## config.mk

```make
export PLATFORM = sky130hd
export DESIGN_NAME = id_ex_stage_flat
export DESIGN_NICKNAME = d
export VERILOG_FILES = /design/src/rtl/cpu_pkg.sv /design/src/rtl/id_ex_stage_if.sv /design/src/rtl/forward_unit.sv /design/src/rtl/id_ex_stage.sv /design/src/flat_wrapper.sv
export SDC_FILE = /design/constraint.sdc
export NUM_CORES = 1
export LEC_CHECK = 0
export CAP_MARGIN = 20
export CORE_MARGIN = 8
export CORE_UTILIZATION = 45
export CTS_CLUSTER_DIAMETER = 150
export DETAILED_ROUTE_END_ITERATION = 7
export PLACE_DENSITY = 0.84
export SYNTH_ARGS = -nofsm -noshare
export SYNTH_HDL_FRONTEND = slang
export SYNTH_SLANG_ARGS = --single-unit
export TNS_END_PERCENT = 10
```

## constraint.sdc

```tcl
create_clock -name clk -period 5.3 [get_ports clk]
set_clock_uncertainty 0.2 [all_clocks]
set_input_delay 0.795 -clock clk [delete_from_list [all_inputs] [get_ports clk]]
set_output_delay 0.795 -clock clk [all_outputs]
set_load 0.02 [all_outputs]
```

## src/rtl/cpu_pkg.sv

```systemverilog
// Shared CPU definitions: datapath defaults, ALU opcode encoding and forwarding selects.
package cpu_pkg;

  localparam int unsigned DEFAULT_XLEN       = 32;
  localparam int unsigned DEFAULT_REG_ADDR_W = 5;

  localparam logic [3:0] ALU_ADD  = 4'b0000;
  localparam logic [3:0] ALU_SUB  = 4'b0001;
  localparam logic [3:0] ALU_AND  = 4'b0010;
  localparam logic [3:0] ALU_OR   = 4'b0011;
  localparam logic [3:0] ALU_XOR  = 4'b0100;
  localparam logic [3:0] ALU_SLL  = 4'b0101;
  localparam logic [3:0] ALU_SRL  = 4'b0110;
  localparam logic [3:0] ALU_SRA  = 4'b0111;
  localparam logic [3:0] ALU_SLT  = 4'b1000;
  localparam logic [3:0] ALU_SLTU = 4'b1001;

  typedef enum logic [1:0] {
    FWD_RF    = 2'd0,
    FWD_EXMEM = 2'd1,
    FWD_MEMWB = 2'd2
  } fwd_sel_t;

endpackage

```

## src/rtl/id_ex_stage_if.sv

```systemverilog
// Signal bundle between decode/writeback logic and the ID/EX stage.
interface id_ex_stage_if #(
  parameter int unsigned XLEN       = 32,
  parameter int unsigned REG_ADDR_W = 5
);
  logic                  id_valid;
  logic [XLEN-1:0]       id_pc;
  logic [REG_ADDR_W-1:0] id_rs1;
  logic [REG_ADDR_W-1:0] id_rs2;
  logic [REG_ADDR_W-1:0] id_rd;
  logic [XLEN-1:0]       id_rs1_data;
  logic [XLEN-1:0]       id_rs2_data;
  logic [XLEN-1:0]       id_imm;
  logic                  id_alu_src_imm;
  logic [3:0]            id_alu_control;
  logic                  id_reg_write;
  logic                  id_mem_read;
  logic                  id_mem_write;
  logic                  flush;
  logic                  exmem_reg_write;
  logic [REG_ADDR_W-1:0] exmem_rd;
  logic [XLEN-1:0]       exmem_result;
  logic                  memwb_reg_write;
  logic [REG_ADDR_W-1:0] memwb_rd;
  logic [XLEN-1:0]       memwb_result;
  logic [XLEN-1:0]       alu_a;
  logic [XLEN-1:0]       alu_b;
  logic [3:0]            alu_control;
  logic                  ex_valid;
  logic [XLEN-1:0]       ex_pc;
  logic [REG_ADDR_W-1:0] ex_rd;
  logic                  ex_reg_write;
  logic                  ex_mem_read;
  logic                  ex_mem_write;
  logic [XLEN-1:0]       ex_store_data;
  logic                  stall_id;

  modport master (
    output id_valid, id_pc, id_rs1, id_rs2, id_rd, id_rs1_data, id_rs2_data, id_imm,
           id_alu_src_imm, id_alu_control, id_reg_write, id_mem_read, id_mem_write, flush,
           exmem_reg_write, exmem_rd, exmem_result, memwb_reg_write, memwb_rd, memwb_result,
    input  alu_a, alu_b, alu_control, ex_valid, ex_pc, ex_rd, ex_reg_write, ex_mem_read,
           ex_mem_write, ex_store_data, stall_id
  );

  modport slave (
    input  id_valid, id_pc, id_rs1, id_rs2, id_rd, id_rs1_data, id_rs2_data, id_imm,
           id_alu_src_imm, id_alu_control, id_reg_write, id_mem_read, id_mem_write, flush,
           exmem_reg_write, exmem_rd, exmem_result, memwb_reg_write, memwb_rd, memwb_result,
    output alu_a, alu_b, alu_control, ex_valid, ex_pc, ex_rd, ex_reg_write, ex_mem_read,
           ex_mem_write, ex_store_data, stall_id
  );
endinterface

```

## src/rtl/forward_unit.sv

```systemverilog
// Picks the freshest source for one operand register; EX/MEM beats MEM/WB, x0 never forwards.
module forward_unit
  import cpu_pkg::*;
#(
  parameter int unsigned REG_ADDR_W = DEFAULT_REG_ADDR_W
) (
  input  logic [REG_ADDR_W-1:0] rs,
  input  logic                  exmem_reg_write,
  input  logic [REG_ADDR_W-1:0] exmem_rd,
  input  logic                  memwb_reg_write,
  input  logic [REG_ADDR_W-1:0] memwb_rd,
  output fwd_sel_t              sel
);

  always_comb begin
    sel = FWD_RF;
    if (exmem_reg_write && (exmem_rd != '0) && (exmem_rd == rs)) begin
      sel = FWD_EXMEM;
    end else if (memwb_reg_write && (memwb_rd != '0) && (memwb_rd == rs)) begin
      sel = FWD_MEMWB;
    end
  end

endmodule

```

## src/rtl/id_ex_stage.sv

```systemverilog
// ID/EX pipeline register with operand forwarding and load-use stall generation.
module id_ex_stage
  import cpu_pkg::*;
#(
  parameter int unsigned XLEN       = DEFAULT_XLEN,
  parameter int unsigned REG_ADDR_W = DEFAULT_REG_ADDR_W
) (
  input logic         clk,
  input logic         rst_n,
  id_ex_stage_if.slave bus
);

  logic                  ex_valid;
  logic [XLEN-1:0]       ex_pc;
  logic [REG_ADDR_W-1:0] ex_rs1;
  logic [REG_ADDR_W-1:0] ex_rs2;
  logic [REG_ADDR_W-1:0] ex_rd;
  logic [XLEN-1:0]       ex_rs1_data;
  logic [XLEN-1:0]       ex_rs2_data;
  logic [XLEN-1:0]       ex_imm;
  logic                  ex_alu_src_imm;
  logic [3:0]            ex_alu_control;
  logic                  ex_reg_write;
  logic                  ex_mem_read;
  logic                  ex_mem_write;

  logic                  stall_id;
  logic                  rs1_hit;
  logic                  rs2_hit;
  fwd_sel_t              sel_rs1;
  fwd_sel_t              sel_rs2;
  logic [XLEN-1:0]       fwd_rs1;
  logic [XLEN-1:0]       fwd_rs2;

  // Load in EX whose result is needed by the instruction in ID cannot be forwarded in time.
  assign rs1_hit  = (bus.id_rs1 == ex_rd);
  assign rs2_hit  = (bus.id_rs2 == ex_rd);
  assign stall_id = !bus.flush && ex_valid && ex_mem_read && (ex_rd != '0) && bus.id_valid &&
                    (rs1_hit || (rs2_hit && !bus.id_alu_src_imm) ||
                     (rs2_hit && bus.id_mem_write));

  always_ff @(posedge clk or negedge rst_n) begin
    if (!rst_n) begin
      ex_valid       <= 1'b0;
      ex_pc          <= '0;
      ex_rs1         <= '0;
      ex_rs2         <= '0;
      ex_rd          <= '0;
      ex_rs1_data    <= '0;
      ex_rs2_data    <= '0;
      ex_imm         <= '0;
      ex_alu_src_imm <= 1'b0;
      ex_alu_control <= ALU_ADD;
      ex_reg_write   <= 1'b0;
      ex_mem_read    <= 1'b0;
      ex_mem_write   <= 1'b0;
    end else if (bus.flush || stall_id) begin
      ex_valid       <= 1'b0;
      ex_alu_control <= ALU_ADD;
      ex_reg_write   <= 1'b0;
      ex_mem_read    <= 1'b0;
      ex_mem_write   <= 1'b0;
    end else begin
      ex_valid       <= bus.id_valid;
      ex_pc          <= bus.id_pc;
      ex_rs1         <= bus.id_rs1;
      ex_rs2         <= bus.id_rs2;
      ex_rd          <= bus.id_rd;
      ex_rs1_data    <= bus.id_rs1_data;
      ex_rs2_data    <= bus.id_rs2_data;
      ex_imm         <= bus.id_imm;
      ex_alu_src_imm <= bus.id_alu_src_imm;
      ex_alu_control <= bus.id_alu_control;
      ex_reg_write   <= bus.id_reg_write & bus.id_valid;
      ex_mem_read    <= bus.id_mem_read & bus.id_valid;
      ex_mem_write   <= bus.id_mem_write & bus.id_valid;
    end
  end

  forward_unit #(
    .REG_ADDR_W(REG_ADDR_W)
  ) u_fwd_rs1 (
    .rs              (ex_rs1),
    .exmem_reg_write (bus.exmem_reg_write),
    .exmem_rd        (bus.exmem_rd),
    .memwb_reg_write (bus.memwb_reg_write),
    .memwb_rd        (bus.memwb_rd),
    .sel             (sel_rs1)
  );

  forward_unit #(
    .REG_ADDR_W(REG_ADDR_W)
  ) u_fwd_rs2 (
    .rs              (ex_rs2),
    .exmem_reg_write (bus.exmem_reg_write),
    .exmem_rd        (bus.exmem_rd),
    .memwb_reg_write (bus.memwb_reg_write),
    .memwb_rd        (bus.memwb_rd),
    .sel             (sel_rs2)
  );

  always_comb begin
    fwd_rs1 = ex_rs1_data;
    unique case (sel_rs1)
      FWD_EXMEM: fwd_rs1 = bus.exmem_result;
      FWD_MEMWB: fwd_rs1 = bus.memwb_result;
      default:   fwd_rs1 = ex_rs1_data;
    endcase
  end

  always_comb begin
    fwd_rs2 = ex_rs2_data;
    unique case (sel_rs2)
      FWD_EXMEM: fwd_rs2 = bus.exmem_result;
      FWD_MEMWB: fwd_rs2 = bus.memwb_result;
      default:   fwd_rs2 = ex_rs2_data;
    endcase
  end

  assign bus.alu_a         = ex_valid ? fwd_rs1 : '0;
  assign bus.alu_b         = ex_valid ? (ex_alu_src_imm ? ex_imm : fwd_rs2) : '0;
  assign bus.alu_control   = ex_alu_control;
  assign bus.ex_valid      = ex_valid;
  assign bus.ex_pc         = ex_pc;
  assign bus.ex_rd         = ex_rd;
  assign bus.ex_reg_write  = ex_reg_write;
  assign bus.ex_mem_read   = ex_mem_read;
  assign bus.ex_mem_write  = ex_mem_write;
  assign bus.ex_store_data = fwd_rs2;
  assign bus.stall_id      = stall_id;

endmodule

```

## src/flat_wrapper.sv

```systemverilog
// flat-port wrapper written by rule: the top's interface ports become plain ports
module id_ex_stage_flat import cpu_pkg::*;
#(
  parameter int unsigned XLEN       = DEFAULT_XLEN,
  parameter int unsigned REG_ADDR_W = DEFAULT_REG_ADDR_W
)
  (clk, rst_n, bus_id_valid, bus_id_pc, bus_id_rs1, bus_id_rs2, bus_id_rd, bus_id_rs1_data, bus_id_rs2_data, bus_id_imm, bus_id_alu_src_imm, bus_id_alu_control, bus_id_reg_write, bus_id_mem_read, bus_id_mem_write, bus_flush, bus_exmem_reg_write, bus_exmem_rd, bus_exmem_result, bus_memwb_reg_write, bus_memwb_rd, bus_memwb_result, bus_alu_a, bus_alu_b, bus_alu_control, bus_ex_valid, bus_ex_pc, bus_ex_rd, bus_ex_reg_write, bus_ex_mem_read, bus_ex_mem_write, bus_ex_store_data, bus_stall_id);
  id_ex_stage_if #(.XLEN(XLEN), .REG_ADDR_W(REG_ADDR_W)) bus_i ();
  input logic clk;
  input logic rst_n;
  input wire logic [$bits(bus_i.id_valid)-1:0] bus_id_valid;
  input wire logic [$bits(bus_i.id_pc)-1:0] bus_id_pc;
  input wire logic [$bits(bus_i.id_rs1)-1:0] bus_id_rs1;
  input wire logic [$bits(bus_i.id_rs2)-1:0] bus_id_rs2;
  input wire logic [$bits(bus_i.id_rd)-1:0] bus_id_rd;
  input wire logic [$bits(bus_i.id_rs1_data)-1:0] bus_id_rs1_data;
  input wire logic [$bits(bus_i.id_rs2_data)-1:0] bus_id_rs2_data;
  input wire logic [$bits(bus_i.id_imm)-1:0] bus_id_imm;
  input wire logic [$bits(bus_i.id_alu_src_imm)-1:0] bus_id_alu_src_imm;
  input wire logic [$bits(bus_i.id_alu_control)-1:0] bus_id_alu_control;
  input wire logic [$bits(bus_i.id_reg_write)-1:0] bus_id_reg_write;
  input wire logic [$bits(bus_i.id_mem_read)-1:0] bus_id_mem_read;
  input wire logic [$bits(bus_i.id_mem_write)-1:0] bus_id_mem_write;
  input wire logic [$bits(bus_i.flush)-1:0] bus_flush;
  input wire logic [$bits(bus_i.exmem_reg_write)-1:0] bus_exmem_reg_write;
  input wire logic [$bits(bus_i.exmem_rd)-1:0] bus_exmem_rd;
  input wire logic [$bits(bus_i.exmem_result)-1:0] bus_exmem_result;
  input wire logic [$bits(bus_i.memwb_reg_write)-1:0] bus_memwb_reg_write;
  input wire logic [$bits(bus_i.memwb_rd)-1:0] bus_memwb_rd;
  input wire logic [$bits(bus_i.memwb_result)-1:0] bus_memwb_result;
  output wire logic [$bits(bus_i.alu_a)-1:0] bus_alu_a;
  output wire logic [$bits(bus_i.alu_b)-1:0] bus_alu_b;
  output wire logic [$bits(bus_i.alu_control)-1:0] bus_alu_control;
  output wire logic [$bits(bus_i.ex_valid)-1:0] bus_ex_valid;
  output wire logic [$bits(bus_i.ex_pc)-1:0] bus_ex_pc;
  output wire logic [$bits(bus_i.ex_rd)-1:0] bus_ex_rd;
  output wire logic [$bits(bus_i.ex_reg_write)-1:0] bus_ex_reg_write;
  output wire logic [$bits(bus_i.ex_mem_read)-1:0] bus_ex_mem_read;
  output wire logic [$bits(bus_i.ex_mem_write)-1:0] bus_ex_mem_write;
  output wire logic [$bits(bus_i.ex_store_data)-1:0] bus_ex_store_data;
  output wire logic [$bits(bus_i.stall_id)-1:0] bus_stall_id;
  assign bus_i.id_valid = bus_id_valid;
  assign bus_i.id_pc = bus_id_pc;
  assign bus_i.id_rs1 = bus_id_rs1;
  assign bus_i.id_rs2 = bus_id_rs2;
  assign bus_i.id_rd = bus_id_rd;
  assign bus_i.id_rs1_data = bus_id_rs1_data;
  assign bus_i.id_rs2_data = bus_id_rs2_data;
  assign bus_i.id_imm = bus_id_imm;
  assign bus_i.id_alu_src_imm = bus_id_alu_src_imm;
  assign bus_i.id_alu_control = bus_id_alu_control;
  assign bus_i.id_reg_write = bus_id_reg_write;
  assign bus_i.id_mem_read = bus_id_mem_read;
  assign bus_i.id_mem_write = bus_id_mem_write;
  assign bus_i.flush = bus_flush;
  assign bus_i.exmem_reg_write = bus_exmem_reg_write;
  assign bus_i.exmem_rd = bus_exmem_rd;
  assign bus_i.exmem_result = bus_exmem_result;
  assign bus_i.memwb_reg_write = bus_memwb_reg_write;
  assign bus_i.memwb_rd = bus_memwb_rd;
  assign bus_i.memwb_result = bus_memwb_result;
  assign bus_alu_a = bus_i.alu_a;
  assign bus_alu_b = bus_i.alu_b;
  assign bus_alu_control = bus_i.alu_control;
  assign bus_ex_valid = bus_i.ex_valid;
  assign bus_ex_pc = bus_i.ex_pc;
  assign bus_ex_rd = bus_i.ex_rd;
  assign bus_ex_reg_write = bus_i.ex_reg_write;
  assign bus_ex_mem_read = bus_i.ex_mem_read;
  assign bus_ex_mem_write = bus_i.ex_mem_write;
  assign bus_ex_store_data = bus_i.ex_store_data;
  assign bus_stall_id = bus_i.stall_id;
  id_ex_stage #(.XLEN(XLEN), .REG_ADDR_W(REG_ADDR_W)) u_core (.clk(clk), .rst_n(rst_n), .bus(bus_i));
endmodule
```

==> flow_results.org <==
** Status
- The flow ran to the end, and the final reports show no timing, DRC or antenna violations.

** Critical path
- On the worst path, the slowest cell contributes a delay of 650 ps.
- Worst Setup End Kind :: output port
- Along the worst path, the maximum fanout reaches 34.
- The largest individual stage delay along the critical path comes from the cell sky130_fd_sc_hd__clkdlybuf4s50_1.
- Launching element of the worst setup path :: bus_exmem_rd[1]
- Type of the setup path with the least slack :: in2out
- CP arrival :: 3740 ps
- The signal on the critical path passes through clkdlybuf4s50_1 -> or4_1 -> o21ai_0 -> or4_2 -> buf_4 -> o21ai_0 -> a21oi_1 -> clkdlybuf4s50_1.
- The endpoint identified for the worst register-to-register timing path is u_core.ex_imm[3]$_DFFE_PN0N_.
- The critical path ends at bus_alu_a[16].
- The worst register-to-register path has a depth of 5.
- Element type at the critical path start :: input pin
- Required time of the critical path :: 4300 ps
- Worst-case register-to-register setup slack :: 2720 ps
- Startpoint of the lowest-slack register-to-register path :: u_core.bus.ex_valid$_DFF_PN0_

** Synth
- In this run the biggest area consumer among cell types represents 46.8% of the synthesized area.
- In this run the mean area of a mapped cell was 11.5 um2.
- Synth async-reset ratio :: 100%
- During synthesis, Yosys emitted a total of 0 warnings.
- Cell area after technology mapping :: 8130 um2
- In this run, synthesis inferred 0 flip-flops with an integrated enable.
- Sequential area share after synthesis :: 46.8%
- Number of distinct library cell variants in the gate-level netlist after synthesis :: 32
- Synthesis produced a netlist with a net count of 939.
- Most common flop cell mapped by yosys :: sky130_fd_sc_hd__dfrtp_1
- Synth Register Bits :: 152
- After technology mapping, the gate count stands at 708.
- By count the netlist is led by 152 x sky130_fd_sc_hd__dfrtp_1, 144 x sky130_fd_sc_hd__mux2_2, 64 x sky130_fd_sc_hd__a21oi_1.
- By instance count, the leading cell after synthesis is sky130_fd_sc_hd__dfrtp_1.
- Area leader, netlist :: sky130_fd_sc_hd__dfrtp_1
- Cell types occupying the most area after synthesis :: sky130_fd_sc_hd__dfrtp_1 47%, sky130_fd_sc_hd__mux2_2 20%, sky130_fd_sc_hd__mux2i_1 7.5%

** Power
- Part of the power in combinational logic :: 26.2%
- Internal power :: 2.46 mW
- Power dissipated by switching net loads :: 1.01 mW
- Total power density per cell area :: 275 nW/um2
- Per report_power, the sequential group accounts for 38.9% of the total.
- Clock network power share :: 34.9%
- Switching Fraction :: 29.1%
- The worst-case IR drop observed on VDD is 0.000216 V.
- In this run the static leakage power is 4.78 nW.

** Placement
- Before CTS, the worst setup slack after placement is 554 ps.
- Routability-driven placement finished with a final weighted congestion of 0.889.
- Count of input and output buffers :: 372
- The wire-length estimate of the detail-placed layout is 22600 um.

** Floorplan
- Starting density of the core :: 45.6%
- The region available for standard cell placement spans 17800 um2.
- Pin placement for this block handled 373 I/O pins.
- The die covers 22600 um2.
- Row generation in the floorplan step produced 49 rows.
- Die Width :: 150 um
- Vertical die dimension :: 150 um

** Routing
- Post-route DRC :: 0
- In the routed layout, each cell is associated on average with a via count of 5.51.
- Remaining number of nets flagged by the antenna check after routing :: 0
- For this block, the initial DRC count from the detailed router was 370.
- Detailed Route WL :: 30300 um
- The first detailed-routing pass took 5 iterations.
- Routed length per instance :: 23.3 um
- The routed layout has 7178 vias.

** Clock network
- The H-tree was split into 4 levels.
- Clock latency on the worst-skew pair :: 430 ps
- CTS-repair resized insts :: 0
- Number of hold-repair buffers added at the cts stage :: 0
- Clock-pin slew was measured on the worst setup and hold paths at 70 ps.
- In this run the clock root is driven by a sky130_fd_sc_hd__clkbuf_16.
- TritonCTS built the clock tree.
- Clock sink count :: 152
- Setup Fix Bufs, Post-CTS :: 0
- The clock passes through at most 2 buffers.
- In this run, CTS created clock tree buffers numbering 17.

** GRT
- Global-route wire length before repair :: 45200 um
- Remaining global-route overflow :: 0
- Number of global-route vias before repair :: 7891
- Global routing consumed, over all layers together, 26.3% of the routing resources.
- Initial antenna violation count :: 4
- Maximum number of pins on one net before global-route repair :: 109

** STA
- Final setup violating endpoints :: 0
- Setup repair after global routing left no endpoint under its margin.
- Slew @ Worst Pin :: 976 ps
- In the post-route analysis, the smallest setup slack over all paths is 561 ps.
- Final hold violation count :: 0
- Share of the cycle needed by the critical path after routing :: 89.4%
- Derived from the worst setup path, the maximum achievable clock frequency is 211 MHz.
- Minimum clock period :: 4740 ps
- Final slew viol count :: 0
- Worst-case headroom to the max-slew limit :: 34.9%
- After routing, the total negative slack on setup checks comes to 0 ps.

** Cells and area
- Fraction of layout instances using a drive strength above 1 :: 19.2%
- Synth-to-layout area growth :: 55.1%
- Cells fill 70.7% of the core in the end.
- # fillers :: 1338
- After the last flow step, the layout net total stands at 1287.
- The sequential cells in the finished layout cover a total of 3800 um2.
- Area of combinational cells with multiple inputs :: 4050 um2

** Worst hold path
- Type of the most critical hold path :: in2async

** Flow run
- MaxCap Viol Count :: 0
-- cells in the final DEF, fill, tap and decap left out, types with 2 or more instances in the layout --
cell and n:
sky130_fd_sc_hd__buf_12 2, sky130_fd_sc_hd__and4_2 2, sky130_fd_sc_hd__mux2i_1 61, sky130_fd_sc_hd__clkbuf_16 17, sky130_fd_sc_hd__or4_1 2, sky130_fd_sc_hd__nor2_1 33
sky130_fd_sc_hd__nand3b_1 31, sky130_fd_sc_hd__clkdlybuf4s50_1 371, sky130_fd_sc_hd__inv_6 5, sky130_fd_sc_hd__a21oi_1 64, sky130_fd_sc_hd__inv_8 2, sky130_fd_sc_hd__o221ai_1 29
sky130_fd_sc_hd__and3_1 4, sky130_fd_sc_hd__mux2_2 144, sky130_fd_sc_hd__mux2i_4 3, sky130_fd_sc_hd__o221ai_2 3, sky130_fd_sc_hd__buf_4 14, sky130_fd_sc_hd__diode_2 4
sky130_fd_sc_hd__clkinvlp_4 2, sky130_fd_sc_hd__clkinv_4 2, sky130_fd_sc_hd__nor3_1 3, sky130_fd_sc_hd__and2_1 6, sky130_fd_sc_hd__nand2_1 35, sky130_fd_sc_hd__dfrtp_1 151
sky130_fd_sc_hd__o21ai_0 34, sky130_fd_sc_hd__xnor2_1 20, sky130_fd_sc_hd__nand3_1 4, sky130_fd_sc_hd__clkbuf_8 2, sky130_fd_sc_hd__xor2_1 10
-- cell families (layout without fill, tap and decap cells) --
group	after synthesis	in the layout	share of synthesized area, %
multiplexers	208	208	28.3
AND/OR/NAND/NOR	125	125	8.06
AO/OA/AOI/OAI	133	133	10.0
other	0	4	0
flip-flops	152	152	46.8
XOR/XNOR	30	30	3.23
buffers and inverters	60	421	3.63
-- registers in the layout, indices dropped and copies added, names as in the netlist --
register                 flops
u_core.ex_alu_src_imm        1
u_core.bus.alu_control       4
u_core.ex_imm               32
u_core.bus.ex_rd             5
u_core.bus.ex_valid          1
u_core.ex_rs2_data          32
u_core.bus.ex_mem_read       1
u_core.bus.ex_mem_write      1
u_core.bus.ex_pc            32
u_core.ex_rs1_data          32
u_core.ex_rs1                5
u_core.ex_rs2                5
u_core.bus.ex_reg_write      1
-- final cells by class --
cell class | instances | share of cell area [%]
multi-input cells | 496 | 32.1
repair buffers | 388 | 30.7
flip-flops and latches | 152 | 30.2
clock buffers | 19 | 3.59
well taps | 229 | 2.27
clock inverters | 13 | 1.06
diodes | 4 | 0.0794
inverters | 1 | 0.0298
-- routing by layer --
layer	vias to the layer above	global-route usage (%)	part of all wire [%]
met5	-	0	0.083
met4	4	11.7	3.9
met3	67	10.2	11
met2	363	44.3	49
met1	3460	28.8	36
li1	3284	-	-
-- worst max-delay path: cells and delay by family --
| family | cells | cell delay [ps] |
|---|---|---|
| AOI/OAI and AO/OA | 3 | 560 |
| buffers and inverters | 3 | 1530 |
| and+or+nand+nor | 2 | 840 |
-- how the worst min path moves through the flow --
stage                                              end  slack (ps)  cells after the start
finish               u_core.ex_rs2_data[8]$_DFFE_PN0N_         210                      1
global route         u_core.ex_rs2_data[8]$_DFFE_PN0N_         270                      1
CTS                  u_core.ex_rs2_data[8]$_DFFE_PN0N_         250                      1
detailed placement    u_core.bus.ex_pc[11]$_DFFE_PN0N_         290                      1
global placement      u_core.bus.ex_pc[11]$_DFFE_PN0N_         290                      1
floorplan           u_core.ex_rs2_data[19]$_DFFE_PN0N_         280                      1
-- through the flow --
step	area, um2	std cells	total power, mW	hold slack, ps
6_report	12600	1302	3.47	211
5_1_grt	12600	1300	3.61	273
4_1_cts	12600	1298	3.50	249
3_5_place_dp	12000	1266	2.28	294
3_3_place_gp	12000	1266	2.26	288
2_1_floorplan	8130	708	1.77	280
-- power groups by stage --
stage                     sequential, mW  clock (mW)  combinational [mW]
after floorplan                     1.39           0               0.387
after global placement              1.36           0               0.893
after detailed placement            1.37           0               0.909
after CTS                           1.35        1.24               0.915
after global routing                1.36        1.29               0.964
final                               1.35        1.21               0.907
(Power assumes the default switching activity.)
